File: src/rtl/pu_int_ctrl_pkg.sv
// Shared interrupt definitions for the PU interrupt controller: exception
// source bundles, the Int_ctrl_reg SPR layout, vector offsets and classes.
package pu_int_ctrl_pkg;

    localparam int GIN_W = 4;

    // Int_ctrl_reg SPR layout (bit 0 = gin_sense_level[0]).
    typedef struct packed {
        logic [18:0]      rsvd;
        logic             doorbell_en;
        logic [GIN_W-1:0] gin_mask;
        logic [GIN_W-1:0] gin_trigger;
        logic [GIN_W-1:0] gin_sense_level;
    } int_ctrl_reg_t;

    typedef logic except_mcheck_t;

    typedef struct packed {
        logic cinput;
        logic cdoorbell;
    } except_critical_t;

    typedef struct packed {
        logic ext_input;
        logic doorbell;
        logic alignment;
        logic illegal;
        logic unimplemented;
        logic trap;
    } except_base_t;

    typedef enum logic [1:0] {
        IC_BASE   = 2'd0,
        IC_CRIT   = 2'd1,
        IC_MCHECK = 2'd2
    } int_class_t;

    // Interrupt vector offsets (word addresses).
    localparam logic [11:0] IVO_MCHECK    = 12'h001;
    localparam logic [11:0] IVO_CINPUT    = 12'h002;
    localparam logic [11:0] IVO_EXT_INPUT = 12'h005;
    localparam logic [11:0] IVO_ALIGNMENT = 12'h006;
    localparam logic [11:0] IVO_PROGRAM   = 12'h007;
    localparam logic [11:0] IVO_DOORBELL  = 12'h009;
    localparam logic [11:0] IVO_CDOORBELL = 12'h00a;

    // Grantable sources; values 0..7 double as sticky pending bit indices.
    typedef enum logic [3:0] {
        SRC_MCHECK    = 4'd0,
        SRC_CINPUT    = 4'd1,
        SRC_CDOORBELL = 4'd2,
        SRC_ILLEGAL   = 4'd3,
        SRC_UNIMPL    = 4'd4,
        SRC_TRAP      = 4'd5,
        SRC_ALIGN     = 4'd6,
        SRC_DOORBELL  = 4'd7,
        SRC_EXT       = 4'd8
    } int_src_t;

    localparam int NUM_STICKY = 8;

    function automatic logic [11:0] src_vector(input int_src_t src);
        case (src)
            SRC_MCHECK:    return IVO_MCHECK;
            SRC_CINPUT:    return IVO_CINPUT;
            SRC_CDOORBELL: return IVO_CDOORBELL;
            SRC_ILLEGAL,
            SRC_UNIMPL,
            SRC_TRAP:      return IVO_PROGRAM;
            SRC_ALIGN:     return IVO_ALIGNMENT;
            SRC_EXT:       return IVO_EXT_INPUT;
            SRC_DOORBELL:  return IVO_DOORBELL;
            default:       return 12'h000;
        endcase
    endfunction

    function automatic int_class_t src_class(input int_src_t src);
        case (src)
            SRC_MCHECK:               return IC_MCHECK;
            SRC_CINPUT, SRC_CDOORBELL: return IC_CRIT;
            default:                  return IC_BASE;
        endcase
    endfunction

endpackage

File: src/rtl/pu_int_ctrl_gin.sv
// External gin pins: synchroniser, polarity, edge/level sense and the
// per-pin pending bit, replicated across all pins.
module pu_int_ctrl_gin
    import pu_int_ctrl_pkg::*;
#(
    parameter int NUM_GIN     = 4,
    parameter int SYNC_STAGES = 2
) (
    input  logic               clk,
    input  logic               reset,
    input  logic [NUM_GIN-1:0] gin,
    input  logic [NUM_GIN-1:0] sense_level,
    input  logic [NUM_GIN-1:0] trigger,
    input  logic [NUM_GIN-1:0] clear,
    output logic [NUM_GIN-1:0] pending
);

    for (genvar gi = 0; gi < NUM_GIN; gi++) begin : g_pin
        logic [SYNC_STAGES-1:0] sync_reg;
        logic                   hist_reg;
        logic                   rise_reg;
        logic                   edge_pend_reg;
        logic                   pol;

        // trigger=0 means active-high / rising edge
        assign pol = sync_reg[SYNC_STAGES-1] ^ trigger[gi];

        // Synchronise, remember last polarity, register the rise, hold edge pending (set wins over clear)
        always_ff @(posedge clk or negedge reset) begin
            if (!reset) begin
                sync_reg      <= '0;
                hist_reg      <= 1'b0;
                rise_reg      <= 1'b0;
                edge_pend_reg <= 1'b0;
            end else begin
                sync_reg <= {sync_reg[SYNC_STAGES-2:0], gin[gi]};
                hist_reg <= pol;
                rise_reg <= pol & ~hist_reg;
                if (sense_level[gi]) begin
                    edge_pend_reg <= 1'b0;
                end else begin
                    edge_pend_reg <= rise_reg | (edge_pend_reg & ~clear[gi]);
                end
            end
        end

        // Level pins follow the synchronised input directly
        assign pending[gi] = sense_level[gi] ? pol : edge_pend_reg;
    end

endmodule

File: src/rtl/pu_int_ctrl.sv
// PU interrupt controller: latches exception sources, prioritises them
// against the MSR enables and hands one vector to fetch over req/ack.
module pu_int_ctrl
    import pu_int_ctrl_pkg::*;
#(
    parameter int NUM_GIN     = 4,
    parameter int SYNC_STAGES = 2
) (
    input  logic               clk,
    input  logic               reset,
    input  logic [31:0]        ctrl,
    input  logic [NUM_GIN-1:0] gin,
    input  logic [NUM_GIN-1:0] gin_clear,
    output logic [NUM_GIN-1:0] gin_pending,
    input  logic               except_mcheck,
    input  logic [1:0]         except_crit,
    input  logic [5:0]         except_base,
    input  logic               msr_me,
    input  logic               msr_ce,
    input  logic               msr_ee,
    output logic               int_req,
    output logic [11:0]        int_vector,
    output logic [1:0]         int_class,
    input  logic               int_ack
);

    localparam logic [0:0] ST_IDLE = 1'b0;
    localparam logic [0:0] ST_REQ  = 1'b1;

    int_ctrl_reg_t          ctrl_reg;
    except_critical_t       crit;
    except_base_t           base;
    logic                   ctrl_unused;

    logic [0:0]             state_reg;
    int_src_t               grant_src_reg;
    logic [11:0]            vector_reg;
    int_class_t             class_reg;
    logic [NUM_STICKY-1:0]  sticky_reg;
    logic [NUM_STICKY-1:0]  sticky_set;
    logic [NUM_STICKY-1:0]  sticky_clr;
    logic                   ext_input;
    logic                   ack_fire;
    logic                   sel_valid;
    int_src_t               sel_src;

    assign ctrl_reg    = ctrl;
    assign crit        = except_crit;
    assign base        = except_base;
    assign ctrl_unused = ^ctrl_reg.rsvd;

    pu_int_ctrl_gin #(
        .NUM_GIN     (NUM_GIN),
        .SYNC_STAGES (SYNC_STAGES)
    ) u_gin (
        .clk         (clk),
        .reset       (reset),
        .gin         (gin),
        .sense_level (ctrl_reg.gin_sense_level[NUM_GIN-1:0]),
        .trigger     (ctrl_reg.gin_trigger[NUM_GIN-1:0]),
        .clear       (gin_clear),
        .pending     (gin_pending)
    );

    // External input is not sticky: it follows the gin pending bits and the pipeline line
    assign ext_input = (|(gin_pending & ctrl_reg.gin_mask[NUM_GIN-1:0])) | base.ext_input;

    assign sticky_set[SRC_MCHECK]    = except_mcheck;
    assign sticky_set[SRC_CINPUT]    = crit.cinput;
    assign sticky_set[SRC_CDOORBELL] = crit.cdoorbell;
    assign sticky_set[SRC_ILLEGAL]   = base.illegal;
    assign sticky_set[SRC_UNIMPL]    = base.unimplemented;
    assign sticky_set[SRC_TRAP]      = base.trap;
    assign sticky_set[SRC_ALIGN]     = base.alignment;
    assign sticky_set[SRC_DOORBELL]  = base.doorbell & ctrl_reg.doorbell_en;

    assign ack_fire   = (state_reg == ST_REQ) && int_ack;
    // Only the granted sticky source is cleared; ext_input has no sticky bit
    assign sticky_clr = (ack_fire && grant_src_reg != SRC_EXT)
                        ? (NUM_STICKY'(1) << grant_src_reg) : '0;

    // Sticky pending bits; a new event in the ack cycle keeps the source pending
    always_ff @(posedge clk or negedge reset) begin
        if (!reset) begin
            sticky_reg <= '0;
        end else begin
            sticky_reg <= sticky_set | (sticky_reg & ~sticky_clr);
        end
    end

    // Fixed-priority pick among enabled pending sources; sync exceptions ignore msr_ee
    always_comb begin
        sel_valid = 1'b1;
        sel_src   = SRC_MCHECK;
        if (sticky_reg[SRC_MCHECK] && msr_me)          sel_src = SRC_MCHECK;
        else if (sticky_reg[SRC_CINPUT] && msr_ce)     sel_src = SRC_CINPUT;
        else if (sticky_reg[SRC_CDOORBELL] && msr_ce)  sel_src = SRC_CDOORBELL;
        else if (sticky_reg[SRC_ILLEGAL])              sel_src = SRC_ILLEGAL;
        else if (sticky_reg[SRC_UNIMPL])               sel_src = SRC_UNIMPL;
        else if (sticky_reg[SRC_TRAP])                 sel_src = SRC_TRAP;
        else if (sticky_reg[SRC_ALIGN])                sel_src = SRC_ALIGN;
        else if (ext_input && msr_ee)                  sel_src = SRC_EXT;
        else if (sticky_reg[SRC_DOORBELL] && msr_ee)   sel_src = SRC_DOORBELL;
        else                                           sel_valid = 1'b0;
    end

    // Request FSM: capture the winner on IDLE->REQ and hold it untouched until ack
    always_ff @(posedge clk or negedge reset) begin
        if (!reset) begin
            state_reg     <= ST_IDLE;
            grant_src_reg <= SRC_MCHECK;
            vector_reg    <= '0;
            class_reg     <= IC_BASE;
        end else if (state_reg == ST_IDLE) begin
            if (sel_valid) begin
                state_reg     <= ST_REQ;
                grant_src_reg <= sel_src;
                vector_reg    <= src_vector(sel_src);
                class_reg     <= src_class(sel_src);
            end
        end else if (int_ack) begin
            state_reg <= ST_IDLE;
        end
    end

    assign int_req    = (state_reg == ST_REQ);
    assign int_vector = vector_reg;
    assign int_class  = class_reg;

endmodule
File: config.mk
export PLATFORM = sky130hd
export DESIGN_NAME = pu_int_ctrl
export DESIGN_NICKNAME = d
export VERILOG_FILES = /design/src/rtl/pu_int_ctrl_pkg.sv /design/src/rtl/pu_int_ctrl_gin.sv /design/src/rtl/pu_int_ctrl.sv
export SDC_FILE = /design/constraint.sdc
export NUM_CORES = 1
export LEC_CHECK = 0
export ABC_AREA = 1
export BUFFER_PORTS_ARGS = -buffer_cell sky130_fd_sc_hd__buf_4
export CAP_MARGIN = 15
export CORE_AREA = 2 2 64 66
export CTS_CLUSTER_DIAMETER = 80
export DETAILED_ROUTE_END_ITERATION = 6
export DIE_AREA = 0 0 66 68
export GPL_TIMING_DRIVEN = 0
export PLACE_DENSITY = 0.82
export SLEW_MARGIN = 40
export SYNTH_ARGS = -nofsm -noshare
export SYNTH_HDL_FRONTEND = slang
export SYNTH_SLANG_ARGS = --single-unit
File: constraint.sdc
create_clock -name clk -period 4.4 [get_ports clk]
set_clock_uncertainty 0.05 [all_clocks]
set_input_delay 0.22 -clock clk [delete_from_list [all_inputs] [get_ports clk]]
set_output_delay 0.22 -clock clk [all_outputs]
set_load 0.03 [all_outputs]
# Yosys cells after proc, flatten, opt, wreduce, memory -nomap -nowiden
# Memories as Yosys holds them, arrays and structs flattened. A register that Yosys moved wholly into a read port is not among the register bits.
# Cells that the tools add are included.
# W data, S select, Z words.
# op_classes
add_sub_neg,0
n_mul,0
div,0
magnitude_cmp,0
eq_ne,3
shifts,1
muxes,31
bitwise_logic,31
n_reduce_logical,12
# ops
operator,n
$mux W4,8
$mux W1,20
$and A1 B1 Y1,9
$not A1 Y1,9
$and A8 B8 Y8,1
$mux W8,1
$not A8 Y8,1
$or A8 B8 Y8,1
$shl A1 B4 Y8 const A,1
$logic_and A1 B1 Y1,7
$or A1 B1 Y1,5
$and A4 B4 Y4,1
$eq A4 B1 Y1 const B,1
$eq A4 B2 Y1 const B,1
$logic_not A4 Y1,1
$ne A4 B4 Y1 const B,1
$pmux W2 S2,1
$reduce_or A4 Y1,1
$xor A1 B1 Y1,4
$mux W3,1
$reduce_and A2 Y1,1
$reduce_or A2 Y1,1
$logic_not A1 Y1,1
# word_totals
reg_bits,47
latchBits,0
ramBits,0
romBits,64
inputBits,55
out_inout_bits,19
n_memories,1
# mem_list
memory,words,word_bits,rd,rd_ports_with_merged_regs,write_ports,line,text
(no name shown),16,4,1,1,0,pu_int_ctrl_pkg.sv:63,case (src)

# Depth between registers and ports, before layout
# Gate-level depths: netlist of the first run.
# logic_depth
word_depth,17
mapped_depth,19

# Cells and area by module
# Synthesis of the first run repeated with hierarchy kept, for this count alone.
# unflattened
hier_cells,223
hier_area_um2,1854.3
# by_module_without_submodules
mod,instances,cells_each,area_per_inst_um2,seq_area_each_um2
pu_int_ctrl,1,147,1103.6,475.5
pu_int_ctrl_gin,1,76,750.7,500.5

# Least setup slack after synthesis of the first run
# Ideal clock, no wire load.
# synth_path
kind,flip-flop to flip-flop
startpoint,register u_gin.g_pin[2].edge_pend_reg
endpoint,register vector_reg[0] (netlist: int_vector[0])
arrival_time_ps,1718
required_ps,4230
slack_ps,2512
stages_incl_launch_ff,17
synth_period_minus_slack_ps,1888
cell_sequence,dfrtp_1 > or2_1 > nand3_1 > nand2_1 > nor2_2 > nand4_1 > nand2_1 > nand2_1 > nand2_1 > nand2_1 > nand2_1 > nand2_1 > ha_1 > inv_1 > nand2_1 > nand3_1 > a21oi_2
# synth_via
elab_chain_len,14
word_cells_on_any_way,22
cone_classes,17 x mux; 2 x bitwise; 3 x reduce/logical
# synth_lines
element,line,text
start: declaration,pu_int_ctrl_gin.sv:22,logic edge_pend_reg;
start signal: assignment,pu_int_ctrl_gin.sv:42,edge_pend_reg <= rise_reg | (edge_pend_reg & ~clear[gi]);
$mux W1 (*),pu_int_ctrl_gin.sv:48,assign pending[gi] = sense_level[gi] ? pol : edge_pend_reg;
$and A4 B4 Y4 (*),pu_int_ctrl.sv:66,assign ext_input = (|(gin_pending & ctrl_reg.gin_mask[NUM_GIN-1:0])) | base.ext_input;
$reduce_or A4 Y1 (*),pu_int_ctrl.sv:66,
$or A1 B1 Y1 (*),pu_int_ctrl.sv:66,
$logic_and A1 B1 Y1 (*),pu_int_ctrl.sv:102,else if (ext_input && msr_ee) sel_src = SRC_EXT;
$mux W1,pu_int_ctrl.sv:102,
$mux W1,pu_int_ctrl.sv:101,else if (sticky_reg[SRC_ALIGN]) sel_src = SRC_ALIGN;
$mux W1,pu_int_ctrl.sv:100,else if (sticky_reg[SRC_TRAP]) sel_src = SRC_TRAP;
$mux W1,pu_int_ctrl.sv:99,else if (sticky_reg[SRC_UNIMPL]) sel_src = SRC_UNIMPL;
$mux W1,pu_int_ctrl.sv:98,else if (sticky_reg[SRC_ILLEGAL]) sel_src = SRC_ILLEGAL;
$mux W1,pu_int_ctrl.sv:97,else if (sticky_reg[SRC_CDOORBELL] && msr_ce) sel_src = SRC_CDOORBELL;
$mux W1,pu_int_ctrl.sv:96,else if (sticky_reg[SRC_CINPUT] && msr_ce) sel_src = SRC_CINPUT;
$mux W1,pu_int_ctrl.sv:95,if (sticky_reg[SRC_MCHECK] && msr_me) sel_src = SRC_MCHECK;
$reduce_and A2 Y1 (no source line),n/a,
end: declaration,pu_int_ctrl.sv:37,logic [11:0] vector_reg;
# Mark *: on every way between the ends. The rest lies on a longest branch, timed or not.
# A chain may end at the register's enable or synchronous reset.

# Worst setup path after layout of the first run
# layout_path
startpoint,register u_gin.g_pin[3].edge_pend_reg
endpoint,register vector_reg[3] (netlist: int_vector[3])
# layout_via
word_cells_on_any_way,22
cone_classes,17 x mux; 2 x bitwise; 3 x reduce/logical
# layout_rtl
element,line,text
start: declaration,pu_int_ctrl_gin.sv:22,
start signal: assignment,pu_int_ctrl_gin.sv:42,
$mux W1,pu_int_ctrl_gin.sv:48,
$and A4 B4 Y4,pu_int_ctrl.sv:66,
$reduce_or A4 Y1,pu_int_ctrl.sv:66,
$or A1 B1 Y1,pu_int_ctrl.sv:66,
$logic_and A1 B1 Y1,pu_int_ctrl.sv:102,
$mux W4,pu_int_ctrl.sv:102,
$mux W4,pu_int_ctrl.sv:101,
$mux W4,pu_int_ctrl.sv:100,
$mux W4,pu_int_ctrl.sv:99,
$mux W4,pu_int_ctrl.sv:98,
$mux W4,pu_int_ctrl.sv:97,
$mux W4,pu_int_ctrl.sv:96,
$mux W4,pu_int_ctrl.sv:95,
via sel_src[0],pu_int_ctrl.sv:45,int_src_t sel_src;
# The timed path passes the listed nets, and every way through them passes these cells.

==> flow_summary_export.csv, run 1 <==
group,metric,value,unit
synth,syn_inst,226,
placement,post-dp-hpwl,2680,um
global_route,grt_use_total,17.2,%
cells_and_area,drive_above_1_share,28.1,%
floorplanning,num_rows,23,
pwr,p_leak,1.37,nW
flow_run,drv_cap,0,
timing,finalCritPeriodShare,47.8,%
worst_setup_path,rrSetupSlack,2.30,ns
pwr,power-per-cell-area,457,nW/um^2
synth,syn_area,1910,um^2
timing,hold_violations,0,
worst_setup_path,critPathMaxFanout,3,
floorplanning,die_area,4490,um^2
detailed_routing,viasPerCell,4.58,
cells_and_area,area_growth,31.2,%
worst_setup_path,cp-end-kind,"flip-flop",
clock_tree,ctsHoldBuffers,5,
timing,grt_setup_unrepaired,"no",
worst_setup_path,critPathLaunch,"u_gin.g_pin[3].edge_pend_reg",
clock_tree,clock_sinks,39,
floorplanning,core_area,3860,um^2
clock_tree,tritoncts,"done",
detailed_routing,wl_per_cell,10.4,um
detailed_routing,drc_errors,0,
hold_path,min_to,"u_gin.g_pin[0].edge_pend_reg",
hold_path,hp-start,"ctrl[0]",
worst_setup_path,worst_ep_required_time,4.57,ns
worst_setup_path,r2r_cells,17,
floorplanning,dieWidth,66,um
worst_setup_path,path_cells,"or2_1 -> nand3_1 -> nand2_1 -> nor2_2 -> nand4_1 -> nand2_1 -> nand2_1 -> nand2_1 -> nand2_1 -> nand2_1 -> nand2_1 -> inv_1 -> ha_1 -> nand3_1 -> inv_1 -> a21oi_1 -> o21ai_1",
worst_setup_path,slowest_stage,"dfrtp_1",
global_route,grt_max_degree,40,
timing,fmax,476,MHz
cells_and_area,final_common_cell,"nand2_1",
hold_path,hold_path.class,"in2reg",
clock_tree,root_buffer,"clkbuf_8",
floorplanning,start_util,49.6,%
cells_and_area,final_cell_mix,"nand2_1 (57), buf_4 (54), dfrtp_1 (39)",
global_route,grt_pass1_wl,5790,um
placement,gp_congestion,0.837,
clock_tree,cts_made_buffers,5,
synth,synth_area_leaders,"dfrtp_1 (51%), nand2_1 (11%), inv_1 (6.9%)",
global_route,antenna_found_initial,0,
synth,ys_seq_area_share,51.0,%
placement,place_ws,2.30,ns
floorplanning,chipHeight,68,um
global_route,grt_overflow_total,0,
synth,ys_types,29,
detailed_routing,drt_iter0_drc,66,
timing,period_minus_slack,2.10,ns
pwr,peakVddDrop,0.236,mV
clock_tree,worstSkewPairLatency,0.29,ns
worst_setup_path,critPathMostFrequentCell,"nand2_1",
synth,synth_seq_cells,39,
timing,fin_tns_setup,0,ns
detailed_routing,vias,1565,
clock_tree,cts_buffer_depth,2,
worst_setup_path,crit_type,"reg2reg",
detailed_routing,drtPass1Iterations,4,
worst_setup_path,r2r-end,"int_vector[3]",
timing,maxSlewViolCount,0,
clock_tree,cts_repair_resize_count,0,
clock_tree,cts.reportedPaths.clkPinSlew,0.07,ns
worst_setup_path,cp-start-kind,"flip-flop",
hold_path,whs_path_depth,2,
worst_setup_path,arrival,2.27,ns
clock_tree,post_cts_buffers,0,
pwr,total_power,1.15,mW
worst_setup_path,reg2reg_from,"u_gin.g_pin[3].edge_pend_reg",
placement,io_buffers,46,
synth,yosys_warnings,0,
global_route,first_global_vias,1420,
synth,synth_top_cell_by_area,"dfrtp_1",
synth,syn_avg_cell_area,8.46,um^2
detailed_routing,ant_nets,0,
floorplanning,ios,74,
timing,worst_slack,2.30,ns
cells_and_area,layout.nets,350,
worst_setup_path,max_stage_delay,0.39,ns
clock_tree,htree_levels,2,
timing,setup_viol,0,
run_status,status,"finished, final reports clean",
synth,synth_top_area_share,51.0,%
cells_and_area,diodes,0,
detailed_routing,wl,3570,um
[kinds of logic after synthesis]
group / share of synthesized area, %
flip-flops: 51.0
other: 0.196
AND/OR/NAND/NOR: 25.4
adder cells (fa/ha/maj): 2.62
AO/OA/AOI/OAI: 9.94
buffers and inverters: 10.8
[where the power goes]
part           internal [mW]  switching [mW]
clock                  0.169           0.128
combinational          0.151           0.238
sequential             0.417          0.0431
[cell type report]
type / count / area [um^2]
Sequential cell: 39 / 976
Clock inverter: 3 / 43.8
Tap cell: 50 / 62.6
Clock buffer: 5 / 68.8
Buffer: 9 / 71.3
Multi-Input combinational cell: 149 / 757
Fill cell: 343 / 1350
Inverter: 36 / 135
Timing Repair Buffer: 51 / 395
[through the flow]
step,instance area (um^2),util (%),hold slack [ns],instances
final,2510,65.1,0.0396,342
after global routing,2510,65.1,0.0296,342
after CTS,2510,65.1,0.0345,342
after detailed placement,2350,60.9,0.166,329
after global placement,2350,60.9,0.169,329
after floorplan,1940,-,-0.126,233
[critical path: cells and delay by family, from the launching register on]
kind	cells	cell delay [ns]
adder cells (fa/ha/maj)	1	0.16
AO/OA/AOI/OAI	2	0.16
flip-flops	1	0.39
AND/OR/NAND/NOR	12	1.13
buffers and inverters	2	0.16
[synth_stat cells]
cell	number
a21o_1	2
a21oi_1	4
a21oi_2	2
a21oi_4	1
a31oi_1	1
buf_4	8
buf_6	1
conb_1	1
dfrtp_1	39
ha_1	4
inv_1	35
inv_2	1
nand2_1	57
nand2_2	5
nand2_4	1
nand3_1	16
nand3_2	2
nand4_1	1
nor2_1	16
nor2_2	2
nor2_4	1
o21ai_0	10
o21ai_1	5
o21ai_2	2
o21bai_1	3
or2_0	1
or2_1	3
or2_2	1
or2_4	1
[how the worst max path moves through the flow]
stage,to,cells after the start
final,int_vector[3],17
after global placement,int_vector[2],16
after detailed placement,int_vector[3],17
after floorplan,int_vector[0],16
after global routing,int_vector[3],17
after CTS,int_vector[3],17
[layer usage]
metal / up-vias / routed length [um] / GRT usage, %
li1: 811 / - / -
met1: 704 / 1570 / 20.6
met2: 42 / 1730 / 30.7
met3: 8 / 206 / 4.44
met4: 0 / 58 / 5.36
met5: - / 0 / 0
No activity file was read; power rests on OpenSTA's default activity.
==> inputs of run 2 (changes only) <==
ABC_AREA = 0   (was 1)
CORE_AREA = 2 2 70 72   (was 2 2 64 66)
DIE_AREA = 0 0 72 74   (was 0 0 66 68)
PLACE_DENSITY = 0.72   (was 0.82)
clock period = 1.85 ns   (was 4.4 ns; I/O delays follow)
==> run 2 against run 1 <==
Against the previous run:
- the flow now finishes with violations (setup timing)
- sequential share of layout area is 6.4 points lower
- area after synthesis is 1.9% lower
- register-to-register slack worse by 3.3 ns
- die area is 19% higher
- cell count is 0.88% higher
- design area is 20% higher
- combinational power is 81% higher
- worst setup slack worse by 3.3 ns
- largest power group unchanged
==> flow_summary_export.csv, run 2 <==
group,metric,value,unit
run_status,status,"finished with violations",
run_status,violations,"setup timing",
placement,io_buffers,45,
placement,gp_congestion,0.787,
worst_setup_path,cp-start-kind,"flip-flop",
timing,worst_slack,-0.994,ns
clock_tree,cts_made_buffers,5,
cells_and_area,seq_area,976,um^2
synth,synth_top_cell_by_area,"dfrtp_1",
synth,synth_commonest_cells,"dfrtp_1 (39), nor2_1 (19), a21oi_1 (18)",
synth,synth_seq_cells,39,
worst_setup_path,r2r_cells,19,
floorplanning,num_rows,25,
cells_and_area,drive_above_1_share,43.3,%
synth,synth_edf_count,0,
global_route,grt_pass1_wl,7730,um
clock_tree,cts_buffer_depth,2,
synth,ys_seq_area_share,52.0,%
detailed_routing,ant_nets,0,
synth,syn_inst,179,
floorplanning,die_area,5330,um^2
worst_setup_path,r2r-end,"u_gin.g_pin[0].hist_reg",
timing,finalCritPeriodShare,154,%
clock_tree,tritoncts,"done",
clock_tree,htree_levels,2,
synth,synth_top_area_share,52.0,%
detailed_routing,viasPerCell,4.92,
clock_tree,clock_sinks,39,
detailed_routing,drt_iter0_drc,68,
detailed_routing,drc_errors,0,
timing,period_minus_slack,2.84,ns
synth,async_flop_share,100,%
floorplanning,start_util,40.8,%
pwr,switchingPower,681,uW
worst_setup_path,rrSetupSlack,-0.99,ns
global_route,antenna_found_initial,0,
floorplanning,core_area,4600,um^2
pwr,power-per-cell-area,750,nW/um^2
flow_run,drv_cap,0,
timing,maxSlewViolCount,0,
pwr,p_sw_share,30.2,%
synth,synth_area_leaders,"dfrtp_1 (52%), a21oi_1 (4.8%), nor2_1 (3.8%)",
clock_tree,cts.reportedPaths.clkPinSlew,0.07,ns
pwr,internal-power,1.57,mW
global_route,grt_overflow_total,0,
pwr,total_power,2.25,mW
pwr,pwr-share-comb,31.4,%
cells_and_area,diodes,0,
detailed_routing,wl,4790,um
timing,grt_setup_unrepaired,"yes",
synth,synth_most_common_cell,"dfrtp_1",
pwr,p_leak,1.46,nW
global_route,grt_max_degree,40,
worst_setup_path,arrival,2.98,ns
cells_and_area,final_common_cell,"buf_4",
detailed_routing,vias,1697,
clock_tree,worstSkewPairLatency,0.29,ns
cells_and_area,layout.nets,349,
global_route,grt_use_total,19.2,%
timing,fmax,352,MHz
pwr,clockPowerShare,24.6,%
worst_setup_path,critPathMaxFanout,2,
cells_and_area,fillers,377,
hold_path,hp-start,"ctrl[6]",
pwr,peakVddDrop,0.489,mV
global_route,first_global_vias,1610,
synth,ys_types,40,
hold_path,whs_path_depth,3,
worst_setup_path,cp-end-kind,"flip-flop",
floorplanning,ios,74,
cells_and_area,final_cell_mix,"buf_4 (80), dfrtp_1 (39), a21oi_1 (18), nor2_1 (18), dlygate4sd3_1 (18)",
hold_path,hold_path.class,"in2reg",
synth,yosys_warnings,0,
floorplanning,chipHeight,74,um
hold_path,min_to,"u_gin.g_pin[2].hist_reg",
worst_setup_path,worst_ep_required_time,1.99,ns
synth,synthFlopType,"dfrtp_1",
synth,syn_area,1880,um^2
cells_and_area,fin_util,65.3,%
placement,post-dp-hpwl,2880,um
cells_and_area,area_growth,60.0,%
worst_setup_path,critPathLaunch,"u_gin.g_pin[0].sync_reg[1]",
worst_setup_path,reg2reg_from,"u_gin.g_pin[0].sync_reg[1]",
detailed_routing,drtPass1Iterations,4,
clock_tree,root_buffer,"clkbuf_8",
floorplanning,dieWidth,72,um
timing,setup_viol,11,
detailed_routing,wl_per_cell,13.9,um
pwr,power_frac_seq,44.0,%
synth,syn_avg_cell_area,10.5,um^2
worst_setup_path,crit_type,"reg2reg",
cells_and_area,multi_input_area,948,um^2
timing,hold_violations,0,
==> run 2: worst max-delay path by stage <==
stage	slack, ns	cells past startpoint	to
floorplan	-0.87	12	int_vector[2]
global placement	-1.19	11	int_vector[2]
detailed placement	-1.27	11	int_vector[2]
CTS	-0.98	12	int_vector[2]
global route	-1.07	12	int_vector[0]
finish	-0.99	19	u_gin.g_pin[0].hist_reg
==> run 2: routing by layer <==
metal	wire (um)	part of all wire, %	track usage (%)	vias to the layer above
met5	0	0	0	-
met4	68	1.4	4.82	0
met3	227	4.7	4.61	6
met2	2570	54	34.0	49
met1	1920	40	23.9	814
li1	-	-	-	828
==> run 2: what timing repair did <==
item                                    in CTS  in global routing
gates resized for setup                     12                 18
hold buffers                                18                  0
setup buffers                               27                  8
endpoints found under the setup margin      10                 12
pin swaps                                   12                  9
hold endpoints to repair                    55                  0
cloned                                       0                  0
==> run 2: cells by family (layout without fill, tap and decap cells) <==
family / Yosys count / in the layout / synth area share, %
buf+inv: 26 / 131 / 6.80
xor+xnor: 4 / 4 / 2.27
compound gates: 53 / 53 / 19.1
flops: 39 / 39 / 52.0
fa+ha+maj: 4 / 4 / 2.67
simple gates: 45 / 45 / 12.3
mux: 7 / 7 / 4.67
other cells: 1 / 8 / 0.200
==> run 2: final cells by class <==
cell class,count,area share [%]
Sequential cell,39,32.5
Multi-Input combinational cell,121,31.6
Clock inverter,1,0.167
Buffer,9,2.13
Timing Repair Buffer,97,26.6
Tap cell,54,2.25
Inverter,17,2.21
Clock buffer,7,2.54
==> run 2: metrics by stage <==
step	cell area, um^2	TNS (ns)	instances	worst slack, ns	hold WS [ns]
after global placement	2330	-7.44	285	-1.19	0.0410
after floorplan	1920	-4.53	186	-0.871	-0.253
final	3000	-6.94	345	-0.994	0.0265
after global routing	3000	-8.19	345	-1.07	0.0275
after CTS	2860	-7.32	338	-0.982	0.0346
after detailed placement	2330	-7.71	285	-1.27	0.0442
==> run 2: power groups by stage <==
stage / clock (mW) / sequential (mW) / combinational, mW
finish: 0.553 / 0.991 / 0.707
global route: 0.612 / 1.00 / 0.763
CTS: 0.569 / 0.989 / 0.633
detailed placement: 0 / 1.01 / 0.483
global placement: 0 / 1.00 / 0.473
floorplan: 0 / 1.05 / 0.255
==> run 2: critical path, stage by stage, from the launching register on <==
cell and delay, ns:
dfrtp_1 0.40, xnor2_2 0.19, inv_2 0.07, buf_6 0.11
buf_4 0.12, buf_4 0.12, buf_4 0.13, buf_4 0.13
buf_4 0.12, buf_4 0.13, buf_6 0.10, buf_4 0.12
buf_4 0.12, buf_4 0.12, buf_4 0.12, buf_4 0.12
buf_4 0.12, buf_4 0.12, buf_4 0.12, buf_4 0.12
